`src/rtl/mpmc11_pkg.sv`:
```
// mpmc11_pkg: shared FSM state encoding and UI command codes for the mpmc11 controller
package mpmc11_pkg;
  typedef enum logic [2:0] {
    IDLE, PRESET1, PRESET2, WRITE_DATA0, WRITE_DONE, READ_DATA0, READ_DATA1, READ_DONE
  } mpmc11_state_t;
  localparam logic [2:0] CMD_WRITE   = 3'b000;
  localparam logic [2:0] CMD_READ    = 3'b001;
  localparam int         STRIP_BYTES = 16;
endpackage

```
`src/rtl/mpmc11_timeout_ctr.sv`:
```
// mpmc11_timeout_ctr: idle-cycle counter that flags the cycle on which the count reaches TIMEOUT
module mpmc11_timeout_ctr #(
  parameter int TIMEOUT = 1023
) (
  input  logic clk,
  input  logic rst,
  input  logic clr,
  input  logic inc,
  output logic expired
);
  localparam int W = $clog2(TIMEOUT + 1);
  logic [W-1:0] cnt_q, cnt_d;
  assign expired = inc && !clr && cnt_q == W'(TIMEOUT - 1);
  always_comb cnt_d = clr ? '0 : (inc && cnt_q != W'(TIMEOUT)) ? cnt_q + W'(1) : cnt_q;
  always_ff @(posedge clk or posedge rst)
    if (rst) cnt_q <= '0;
    else     cnt_q <= cnt_d;
endmodule

```
`src/rtl/mpmc11_state_machine.sv`:
```
// mpmc11_state_machine: sequences one request into a 1..16-strip burst of DDR UI commands and write/read beats
module mpmc11_state_machine import mpmc11_pkg::*; #(
  parameter int STRIP_BITS = 4,
  parameter int TIMEOUT    = 1023,
  parameter int ADR_BITS   = 32
) (
  input  logic                  clk,
  input  logic                  rst,
  input  logic                  mem_ui_rst,
  input  logic                  calib_complete,
  input  logic                  req_valid,
  input  logic                  req_we,
  input  logic [ADR_BITS-1:0]   req_adr,
  input  logic [STRIP_BITS-1:0] req_nstrips,
  output logic                  req_pop,
  input  logic                  app_rdy,
  input  logic                  app_wdf_rdy,
  input  logic                  rd_data_valid,
  output logic                  app_en,
  output logic [2:0]            app_cmd,
  output logic [ADR_BITS-1:0]   app_addr,
  output logic                  app_wdf_wren,
  output logic                  app_wdf_end,
  output logic [STRIP_BITS-1:0] strip_cnt,
  output logic [STRIP_BITS-1:0] rd_beat_cnt,
  output mpmc11_state_t         state,
  output logic                  done,
  output logic                  timeout_err
);
  mpmc11_state_t         state_q, state_d;
  logic                  we_q, we_d, en_acc_q, en_acc_d, wd_acc_q, wd_acc_d;
  logic [ADR_BITS-1:0]   adr_q, adr_d, app_addr_q, app_addr_d;
  logic [STRIP_BITS-1:0] nstrips_q, nstrips_d, strip_cnt_q, strip_cnt_d, rd_beat_cnt_q, rd_beat_cnt_d;
  logic [2:0]            app_cmd_q, app_cmd_d;
  logic                  tmo_clr, tmo_inc, tmo_exp, en_done, wd_done, last_strip, last_beat;
  assign en_done    = en_acc_q | app_rdy;
  assign wd_done    = wd_acc_q | app_wdf_rdy;
  assign last_strip = strip_cnt_q == nstrips_q;
  assign last_beat  = rd_beat_cnt_q == nstrips_q;
  always_comb begin
    state_d = state_q; we_d = we_q; adr_d = adr_q; nstrips_d = nstrips_q;
    strip_cnt_d = strip_cnt_q; rd_beat_cnt_d = rd_beat_cnt_q; app_addr_d = app_addr_q;
    app_cmd_d = app_cmd_q; en_acc_d = en_acc_q; wd_acc_d = wd_acc_q;
    req_pop = 1'b0; tmo_clr = 1'b0; tmo_inc = 1'b0;
    case (state_q)
      IDLE: if (calib_complete && req_valid) begin
        req_pop = 1'b1; we_d = req_we; adr_d = req_adr; nstrips_d = req_nstrips; state_d = PRESET1;
      end
      PRESET1: begin
        strip_cnt_d = '0; rd_beat_cnt_d = '0; tmo_clr = 1'b1; app_addr_d = adr_q; state_d = PRESET2;
      end
      PRESET2: begin
        app_cmd_d = we_q ? CMD_WRITE : CMD_READ;
        state_d   = we_q ? WRITE_DATA0 : READ_DATA0;
      end
      WRITE_DATA0: if (en_done && wd_done) begin
        en_acc_d = 1'b0; wd_acc_d = 1'b0;
        if (last_strip) state_d = WRITE_DONE;
        else begin strip_cnt_d = strip_cnt_q + 1'b1; app_addr_d = app_addr_q + ADR_BITS'(STRIP_BYTES); end
      end else begin
        en_acc_d = en_done; wd_acc_d = wd_done;
      end
      READ_DATA0: begin
        if (app_rdy) begin
          if (last_strip) state_d = READ_DATA1;
          else begin strip_cnt_d = strip_cnt_q + 1'b1; app_addr_d = app_addr_q + ADR_BITS'(STRIP_BYTES); end
        end
        // beats can race ahead of the final command; count them without ever wrapping
        if (rd_data_valid) begin
          tmo_clr = 1'b1;
          if (!last_beat) rd_beat_cnt_d = rd_beat_cnt_q + 1'b1;
        end
      end
      READ_DATA1: if (rd_data_valid) begin
        tmo_clr = 1'b1;
        if (last_beat) state_d = READ_DONE;
        else rd_beat_cnt_d = rd_beat_cnt_q + 1'b1;
      end else begin
        tmo_inc = 1'b1;
        if (tmo_exp) state_d = READ_DONE;
      end
      WRITE_DONE, READ_DONE: state_d = IDLE;
      default: state_d = IDLE;
    endcase
    // UI reset abandons the burst: everything back to its reset value, nothing popped
    if (mem_ui_rst) begin
      state_d = IDLE; we_d = 1'b0; adr_d = '0; nstrips_d = '0; strip_cnt_d = '0; rd_beat_cnt_d = '0;
      app_addr_d = '0; app_cmd_d = '0; en_acc_d = 1'b0; wd_acc_d = 1'b0;
      req_pop = 1'b0; tmo_clr = 1'b1; tmo_inc = 1'b0;
    end
  end
  always_ff @(posedge clk or posedge rst)
    if (rst) begin
      state_q <= IDLE; we_q <= 1'b0; adr_q <= '0; nstrips_q <= '0; strip_cnt_q <= '0;
      rd_beat_cnt_q <= '0; app_addr_q <= '0; app_cmd_q <= '0; en_acc_q <= 1'b0; wd_acc_q <= 1'b0;
    end else begin
      state_q <= state_d; we_q <= we_d; adr_q <= adr_d; nstrips_q <= nstrips_d; strip_cnt_q <= strip_cnt_d;
      rd_beat_cnt_q <= rd_beat_cnt_d; app_addr_q <= app_addr_d; app_cmd_q <= app_cmd_d;
      en_acc_q <= en_acc_d; wd_acc_q <= wd_acc_d;
    end
  mpmc11_timeout_ctr #(.TIMEOUT(TIMEOUT)) u_tmo (
    .clk(clk), .rst(rst), .clr(tmo_clr), .inc(tmo_inc), .expired(tmo_exp)
  );
  assign app_en       = (state_q == WRITE_DATA0 && !en_acc_q) || state_q == READ_DATA0;
  assign app_wdf_wren = state_q == WRITE_DATA0 && !wd_acc_q;
  assign app_wdf_end  = app_wdf_wren;
  assign app_cmd      = app_cmd_q;
  assign app_addr     = app_addr_q;
  assign strip_cnt    = strip_cnt_q;
  assign rd_beat_cnt  = rd_beat_cnt_q;
  assign state        = state_q;
  assign done         = state_q == WRITE_DONE || state_q == READ_DONE;
  assign timeout_err  = tmo_exp;
endmodule

```
`config.mk`:
```
export PLATFORM = sky130hd
export DESIGN_NAME = mpmc11_state_machine
export DESIGN_NICKNAME = d
export VERILOG_FILES = /design/src/rtl/mpmc11_pkg.sv /design/src/rtl/mpmc11_timeout_ctr.sv /design/src/rtl/mpmc11_state_machine.sv
export SDC_FILE = /design/constraint.sdc
export NUM_CORES = 1
export LEC_CHECK = 0
export BUFFER_PORTS_ARGS = -buffer_cell sky130_fd_sc_hd__buf_2
export CORE_MARGIN = 5
export CORE_UTILIZATION = 56
export CTS_CLUSTER_DIAMETER = 100
export DETAILED_ROUTE_END_ITERATION = 12
export PLACE_DENSITY = 0.87
export SLEW_MARGIN = 15
export SYNTH_ARGS = -nofsm -noshare
export SYNTH_HDL_FRONTEND = slang
export SYNTH_SLANG_ARGS = --single-unit
export TNS_END_PERCENT = 20
```
`constraint.sdc`:
```
create_clock -name clk -period 3.4 [get_ports clk]
set_clock_uncertainty 0.2 [all_clocks]
set_input_delay 0.34 -clock clk [delete_from_list [all_inputs] [get_ports clk]]
set_output_delay 0.34 -clock clk [all_outputs]
set_load 0.005 [all_outputs]
```
==> summary.txt, run 1 <==
Setup path
  – Worst Setup Start Kind: flop
  – Required time worst endpoint: 3.51 ns
  – Worst setup EP type: flop
  – WP data arrival: 3.18 ns
  – Worst-path fanout max: 9
  – Reg2reg setup slack: 0.33 ns
  – Critical path class: flop to flop
  – Slowest stage cell, crit path: a2111oi_0
  – Cells along the critical path: ha_1, nand4_1, or4_1, or4_1, a2111oi_0, a211o_1
  – Crit path buf inv count: 0
  – Most common cell on crit path: or4_1
  – R2R Path Start: app_addr[4]$_DFFE_PP0P_
  – Family with the most delay on the worst path: simple AND/OR/NAND/NOR gates
  – Crit path from: app_addr[4]$_DFFE_PP0P_
  – CP peak stage delay: 0.60 ns

STA
  – # setup viols final: 0
  – RSZ-0062 raised after global routing: no
  – Min cycle time layout: 3.07 ns
  – Final Worst Setup Slack: between 0.3 and 0.4 ns
  – Period Utilization, post-route: 90.3%
  – Least-Margin Pin Slew: 0.940 ns
  – Setup TNS: 0 ns
  – Final Hold Fails: 0
  – Final Slew Violations: 0
  – Peak Freq: about 330 MHz
  – WHS: 0.000709 ns
  – Slew HR: 36.3%

Clock tree
  – Clk root buf: clkbuf_8
  – CTS tree: done
  – Post-CTS Setup Inserts: 0
  – CTS buffer count: 9
  – CTS H-tree depth: 3
  – Skew-Pair Late Insertion Delay: 0.37 ns
  – Clock buffer depth: 2
  – Clk sink count: 93
  – Worst-path clk slew: 0.09 ns

Global routing
  – GRT busiest layer: met2
  – Vias in the first global route: roughly 5.1k
  – Pin count of the biggest net entering global routing: 55
  – GR met2 Demand/Resource: about 44%
  – GR Overflow Total: 0
  – Met3 Use GR: 5.46%
  – GRT Util Overall: 26.8%
  – Grt met1 use: 35.6%
  – First-pass GRT wire length: 25100 um
  – Initial antenna violation count: 0

Floorplan
  – Die Y: 108 um
  – Die area: roughly 12000 um^2
  – I/O Pins: between 90 and 100
  – Initial Util: 57.5%
  – Total core area: 9280 um^2
  – Die extent in x: 108 um
  – Cell Rows: 35

Synthesis
  – Synth cell types: between 60 and 70
  – Post-synth EDFFs: 0
  – Post-synthesis sequential area ratio: a little over two fifths
  – Mapped Cells: just over 600
  – Async S/R FF share, synth: 100%
  – #FFs+latches synth: 93
  – Top post-synthesis cells by area: dfrtp_1, nand2_1, a21oi_1, nand3_1, o211ai_1
  – Synth warn: 0
  – Yosys top cell area share: 43.6%
  – Syn Area/Cell: a little under 9 um^2
  – Biggest area consumer among synthesized cells: dfrtp_1
  – Most used DFF post-synth: dfrtp_1
  – Cell Area, Synth: 5340 um^2

Final layout
  – Non-filler cells, final: around 850
  – Layout Nets: between 700 and 800
  – Antenna Cells: 0
  – Design area: 6390 um^2
  – Multi-input logic area: ~2800 um^2
  – Layout area overhead: 19.8%
  – Final core occ: 68.9%
  – Register Area: 2330 um^2
  – Layout cells sized above 1: 19.9%
  – FILL cells: between 700 and 800

Placement
  – Post-placement setup slack: 0.485 ns
  – Dpl hpwl: 10400 um
  – IO buf count: 94
  – GPL Wtd Cong: 0.916
  – Placed cells: 813
  – Dpl cell area: 5930 um^2

Drt
  – Starting DRT DRC Count: around 570
  – DRC viols: 0
  – Wire per inst: 17.9 um
  – DR vias: 5444
  – Detail Route Antenna Nets: 0
  – Via density per instance: 6.38
  – Drt total wl: 15300 um
  – Drt first pass iters: 5

Status
  – Status: completed

Run
  – Max cap viols: 0

Power
  – Cell Pwr Density: 530 nW/um^2
  – Max VDD drop: 0.000326 V
  – Leak Pwr: 2.93 nW
  – Total power: 3.39 mW

Min path
  – Worst hold start: req_adr[24]
  – Hold crit path type: primary input to flop
cells in the final DEF (no fill, tap or decap), drive strengths merged, types with 10 or more instances in the layout:
cell	n
a2111oi	15
a211o	11
a21oi	51
and3	15
buf	114
dfrtp	93
dlygate4sd3	24
inv	13
nand2	126
nand3	30
nand4	20
nor2	28
nor3	10
o211ai	20
or4	10
xnor2	11
metal layers:
| metal | share of wire [%] | wire [um] |
|---|---|---|
| met1 | 39 | 5950 |
| met2 | 49 | 7420 |
| met3 | 9.2 | 1410 |
| met4 | 3.2 | 481 |
| met5 | 0 | 0 |
worst paths after layout:
| check | cells past startpoint | endpoint |
|---|---|---|
| max in group asynchronous | 4 | state[2]$_DFFE_PP0P_ |
| worst max register to register | 6 | app_addr[18]$_DFFE_PP0P_ |
| min in group asynchronous | 3 | adr_q[4]$_DFFE_PP0P_ |
| worst min-delay path | 3 | adr_q[24]$_DFFE_PP0P_ |
| worst max-delay path | 6 | app_addr[18]$_DFFE_PP0P_ |
| worst min register to register | 2 | app_addr[3]$_DFFE_PP0P_ |
cell families after synthesis:
| family | after synthesis | synth area share [%] |
|---|---|---|
| muxes | 3 | 0.609 |
| AOI/OAI and AO/OA | 149 | 20.0 |
| buffers and inverters | 59 | 4.50 |
| xor gates and xnor gates | 19 | 3.12 |
| other | 1 | 0.0703 |
| DFF | 93 | 43.6 |
| adders and majority gates | 6 | 1.36 |
| and+or+nand+nor | 287 | 26.7 |
state kept, by name (all words and copies together), names as in the netlist:
name and cells:
wd_acc_q 1, nstrips_q 4, adr_q 32, app_cmd 1
u_tmo.cnt_q 10, strip_cnt 4, en_acc_q 1, we_q 1
rd_beat_cnt 4, state 3, app_addr 32
repair_timing:
action                                 CTS  global route
endpoints found under the hold margin   68             4
hold buffers                            20             4
resized for setup                        0             0
synthesized netlist by cell type (all sizes together), types with 4 or more instances:
cell,count
nand3b,4
o211ai,20
nand2,126
a211o,11
a211oi,5
o211a,4
inv,11
nor2,28
o21ai,7
and3,15
nor3,10
dfrtp,93
or4,10
a221o,8
nand4,20
nor2b,9
clkbuf,35
nand2b,5
o31ai,6
nor4,5
and2,5
a2111oi,15
and4,6
or3,7
xnor2,11
o31a,6
nand3,30
ha,5
xor2,8
buf,13
a21oi,51
where the power goes:
part           switching (mW)  internal [mW]  total (mW)  leakage [nW]
Combinational           0.786          0.404        1.19          1.53
Sequential              0.144           1.21        1.36          1.29
Clock                   0.421          0.420       0.840         0.114
tightest hold or removal path, delay by kind of cell:
kind,cells,cell delay (ns)
and+or+nand+nor,1,0.05
AOI/OAI and AO/OA,1,0.05
buffers and inverters,1,0.10
cell type report:
class	instances	area share [%]
tap	129	2.52
sequential	93	36.4
clock inverter	7	1.51
clock buffer	9	1.94
multi-input combinational	466	43.5
inverter	11	0.665
timing repair buffer	138	13.5
Note: power is estimated with default switching activity, not from simulation.
==> run 2, diff against run 1 <==
--- a/config.mk
+++ b/config.mk
@@ -5,11 +5,11 @@
 export SDC_FILE = /design/constraint.sdc
 export NUM_CORES = 1
 export LEC_CHECK = 0
-export BUFFER_PORTS_ARGS = -buffer_cell sky130_fd_sc_hd__buf_2
 export CORE_MARGIN = 5
-export CORE_UTILIZATION = 56
+export CORE_UTILIZATION = 64
 export CTS_CLUSTER_DIAMETER = 100
 export DETAILED_ROUTE_END_ITERATION = 12
+export DONT_BUFFER_PORTS = 1
 export PLACE_DENSITY = 0.87
 export SLEW_MARGIN = 15
 export SYNTH_ARGS = -nofsm -noshare
==> run 2 against run 1 <==
  * Cell area decreased by 4.7%
  * Global-route usage increased by 3.3 points
  * Non-clock buffer count decreased by 74
  * Routed wire length decreased by 1.9%
  * Die area decreased by 11%
  * Critical path type unchanged
  * Largest cell class unchanged
  * Largest power group unchanged
==> summary.txt, run 2 (synthesis results as in run 1) <==
Power
  – Combinational Power Share: 35.3%
  – Sequential share of power: 41.5%
  – P_int: roughly 2.0 mW
  – Switching fraction of total power: 40.2%
  – Cell Pwr Density: 540 nW/um^2
  – Clock group share of total power: 23.1%
  – Switching power: 1.32 mW
  – Max VDD drop: 0.000433 V
  – Leak Pwr: approximately 2.6 nW

Floorplan
  – Die extent in x: 101 um
  – Cell Rows: 33
  – Initial Util: 65.3%
  – Die Y: 101 um
  – Die area: a little over 10000 um^2
  – Total core area: 8180 um^2
  – I/O Pins: 97

Final layout
  – Layout Nets: 695
  – Leading cell type in the layout, fill and taps excluded: nand2_1
  – Layout area overhead: 14.2%
  – Commonest non-fill, non-tap cells in the layout: nand2_1, dfrtp_1, a21oi_1, dlygate4sd3_1, nand3_1
  – Layout cells sized above 1: 7.85%
  – Non-filler cells, final: 755
  – Antenna Cells: 0
  – Design area: 6100 um^2

Clock tree
  – Hold_buf cts: 43
  – Post-CTS Setup Inserts: 0
  – CTS H-tree depth: 3
  – Clk root buf: clkbuf_8
  – Skew-Pair Late Insertion Delay: 0.36 ns
  – Clock buffer depth: 2
  – Worst-path clk slew: 0.10 ns
  – CTS tree: done
  – Clk sink count: 93
  – CTS buffer count: 9
  – Post-CTS Resized: 0

STA
  – RSZ-0062 raised after global routing: no
  – # setup viols final: 0
  – Least-Margin Pin Slew: 0.927 ns
  – Final Worst Setup Slack: 0.409 ns
  – Peak Freq: between 300 and 400 MHz
  – Slew HR: 37.2%
  – Period Utilization, post-route: 88.0%
  – Final Slew Violations: 0
  – Min cycle time layout: 2.99 ns
  – Final Hold Fails: 0
  – WHS: 0.0263 ns
  – Setup TNS: 0 ns

Global routing
  – First-pass GRT wire length: between 20000 and 25000 um
  – Initial antenna violation count: 0
  – Vias in the first global route: 5067
  – GRT Util Overall: 30.1%
  – Pin count of the biggest net entering global routing: 52
  – GR Overflow Total: 0

Setup path
  – Slowest stage cell, crit path: or4_1
  – WP data arrival: 3.09 ns
  – R2R Path Start: app_addr[4]$_DFFE_PP0P_
  – Required time worst endpoint: 3.50 ns
  – Crit path from: app_addr[4]$_DFFE_PP0P_
  – Critical path class: flop to flop
  – CP peak stage delay: 0.57 ns
  – Most common cell on crit path: or4_1
  – Worst-path fanout max: 9
  – Worst Setup Start Kind: flop
  – Cells along the critical path: ha_1, nand4_1, or4_1, or4_1, a2111oi_0, a211o_1
  – Worst setup EP type: flop

Drt
  – Wire per inst: 19.8 um
  – Starting DRT DRC Count: around 510
  – Drt first pass iters: 6
  – Drt total wl: 15000 um
  – DR vias: 5099
  – Via density per instance: 6.75
  – DRC viols: 0
  – Detail Route Antenna Nets: 0

Placement
  – Post-placement setup slack: about 0.44 ns
  – Dpl hpwl: 9710 um
  – Placed cells: between 600 and 700
  – Dpl cell area: approximately 5500 um^2
  – GPL Wtd Cong: 0.847
  – IO buf count: 0

Min path
  – Hold crit path type: primary input to flop
  – Worst hold start: app_rdy

Status
  – Status: completed

Run
  – Max cap viols: 0
-- run 2: layout make-up --
class,instances,area (um^2)
repair buffers,64,611
fillers,583,2080
multi-input cells,466,2780
clock buffers,11,141
inverters,11,42.5
clock inverters,5,60.1
flip-flops and latches,93,2330
well taps,105,131
-- run 2: power by group through the flow --
stage | Combinational, mW | Sequential (mW) | Clock (mW)
detailed placement | 1.06 | 1.39 | 0
finish | 1.16 | 1.37 | 0.761
global placement | 1.03 | 1.38 | 0
global route | 1.26 | 1.39 | 0.807
CTS | 1.12 | 1.36 | 0.774
floorplan | 0.805 | 1.32 | 0
-- run 2: layer usage --
metal | routed length (um) | global-route usage (%) | vias to the layer above
met5 | 0 | 0 | -
met4 | 625 | 14.9 | 0
met3 | 1370 | 6.47 | 64
met2 | 7270 | 48.8 | 288
met1 | 5720 | 38.3 | 2430
li1 | - | - | 2317
-- run 2: per-stage QoR --
stage | utilization [%] | power (mW)
final | 74.6 | 3.29
after detailed placement | 66.7 | 2.45
after global routing | 74.6 | 3.45
after floorplan | - | 2.12
after global placement | 66.7 | 2.41
after CTS | 74.6 | 3.26
-- run 2: worst max-delay path: cells and delay by family (launching register included) --
family / cells / cell delay [ns]
AO/OA/AOI/OAI: 2 / 0.71
adder cells (fa/ha/maj): 1 / 0.26
flip-flops: 1 / 0.54
AND/OR/NAND/NOR: 3 / 1.23
-- run 2: worst paths after layout --
kind / to / slack [ns] / cells past startpoint
max in group asynchronous: app_addr[30]$_DFFE_PP0P_ / 1.87 / 3
min in group asynchronous: app_addr[8]$_DFFE_PP0P_ / 0.42 / 2
worst min register to register: app_addr[0]$_DFFE_PP0P_ / 0.32 / 2
worst min-delay path: wd_acc_q$_DFFE_PP0P_ / 0.03 / 3
worst max-delay path: app_addr[18]$_DFFE_PP0P_ / 0.41 / 6
worst max register to register: app_addr[18]$_DFFE_PP0P_ / 0.41 / 6
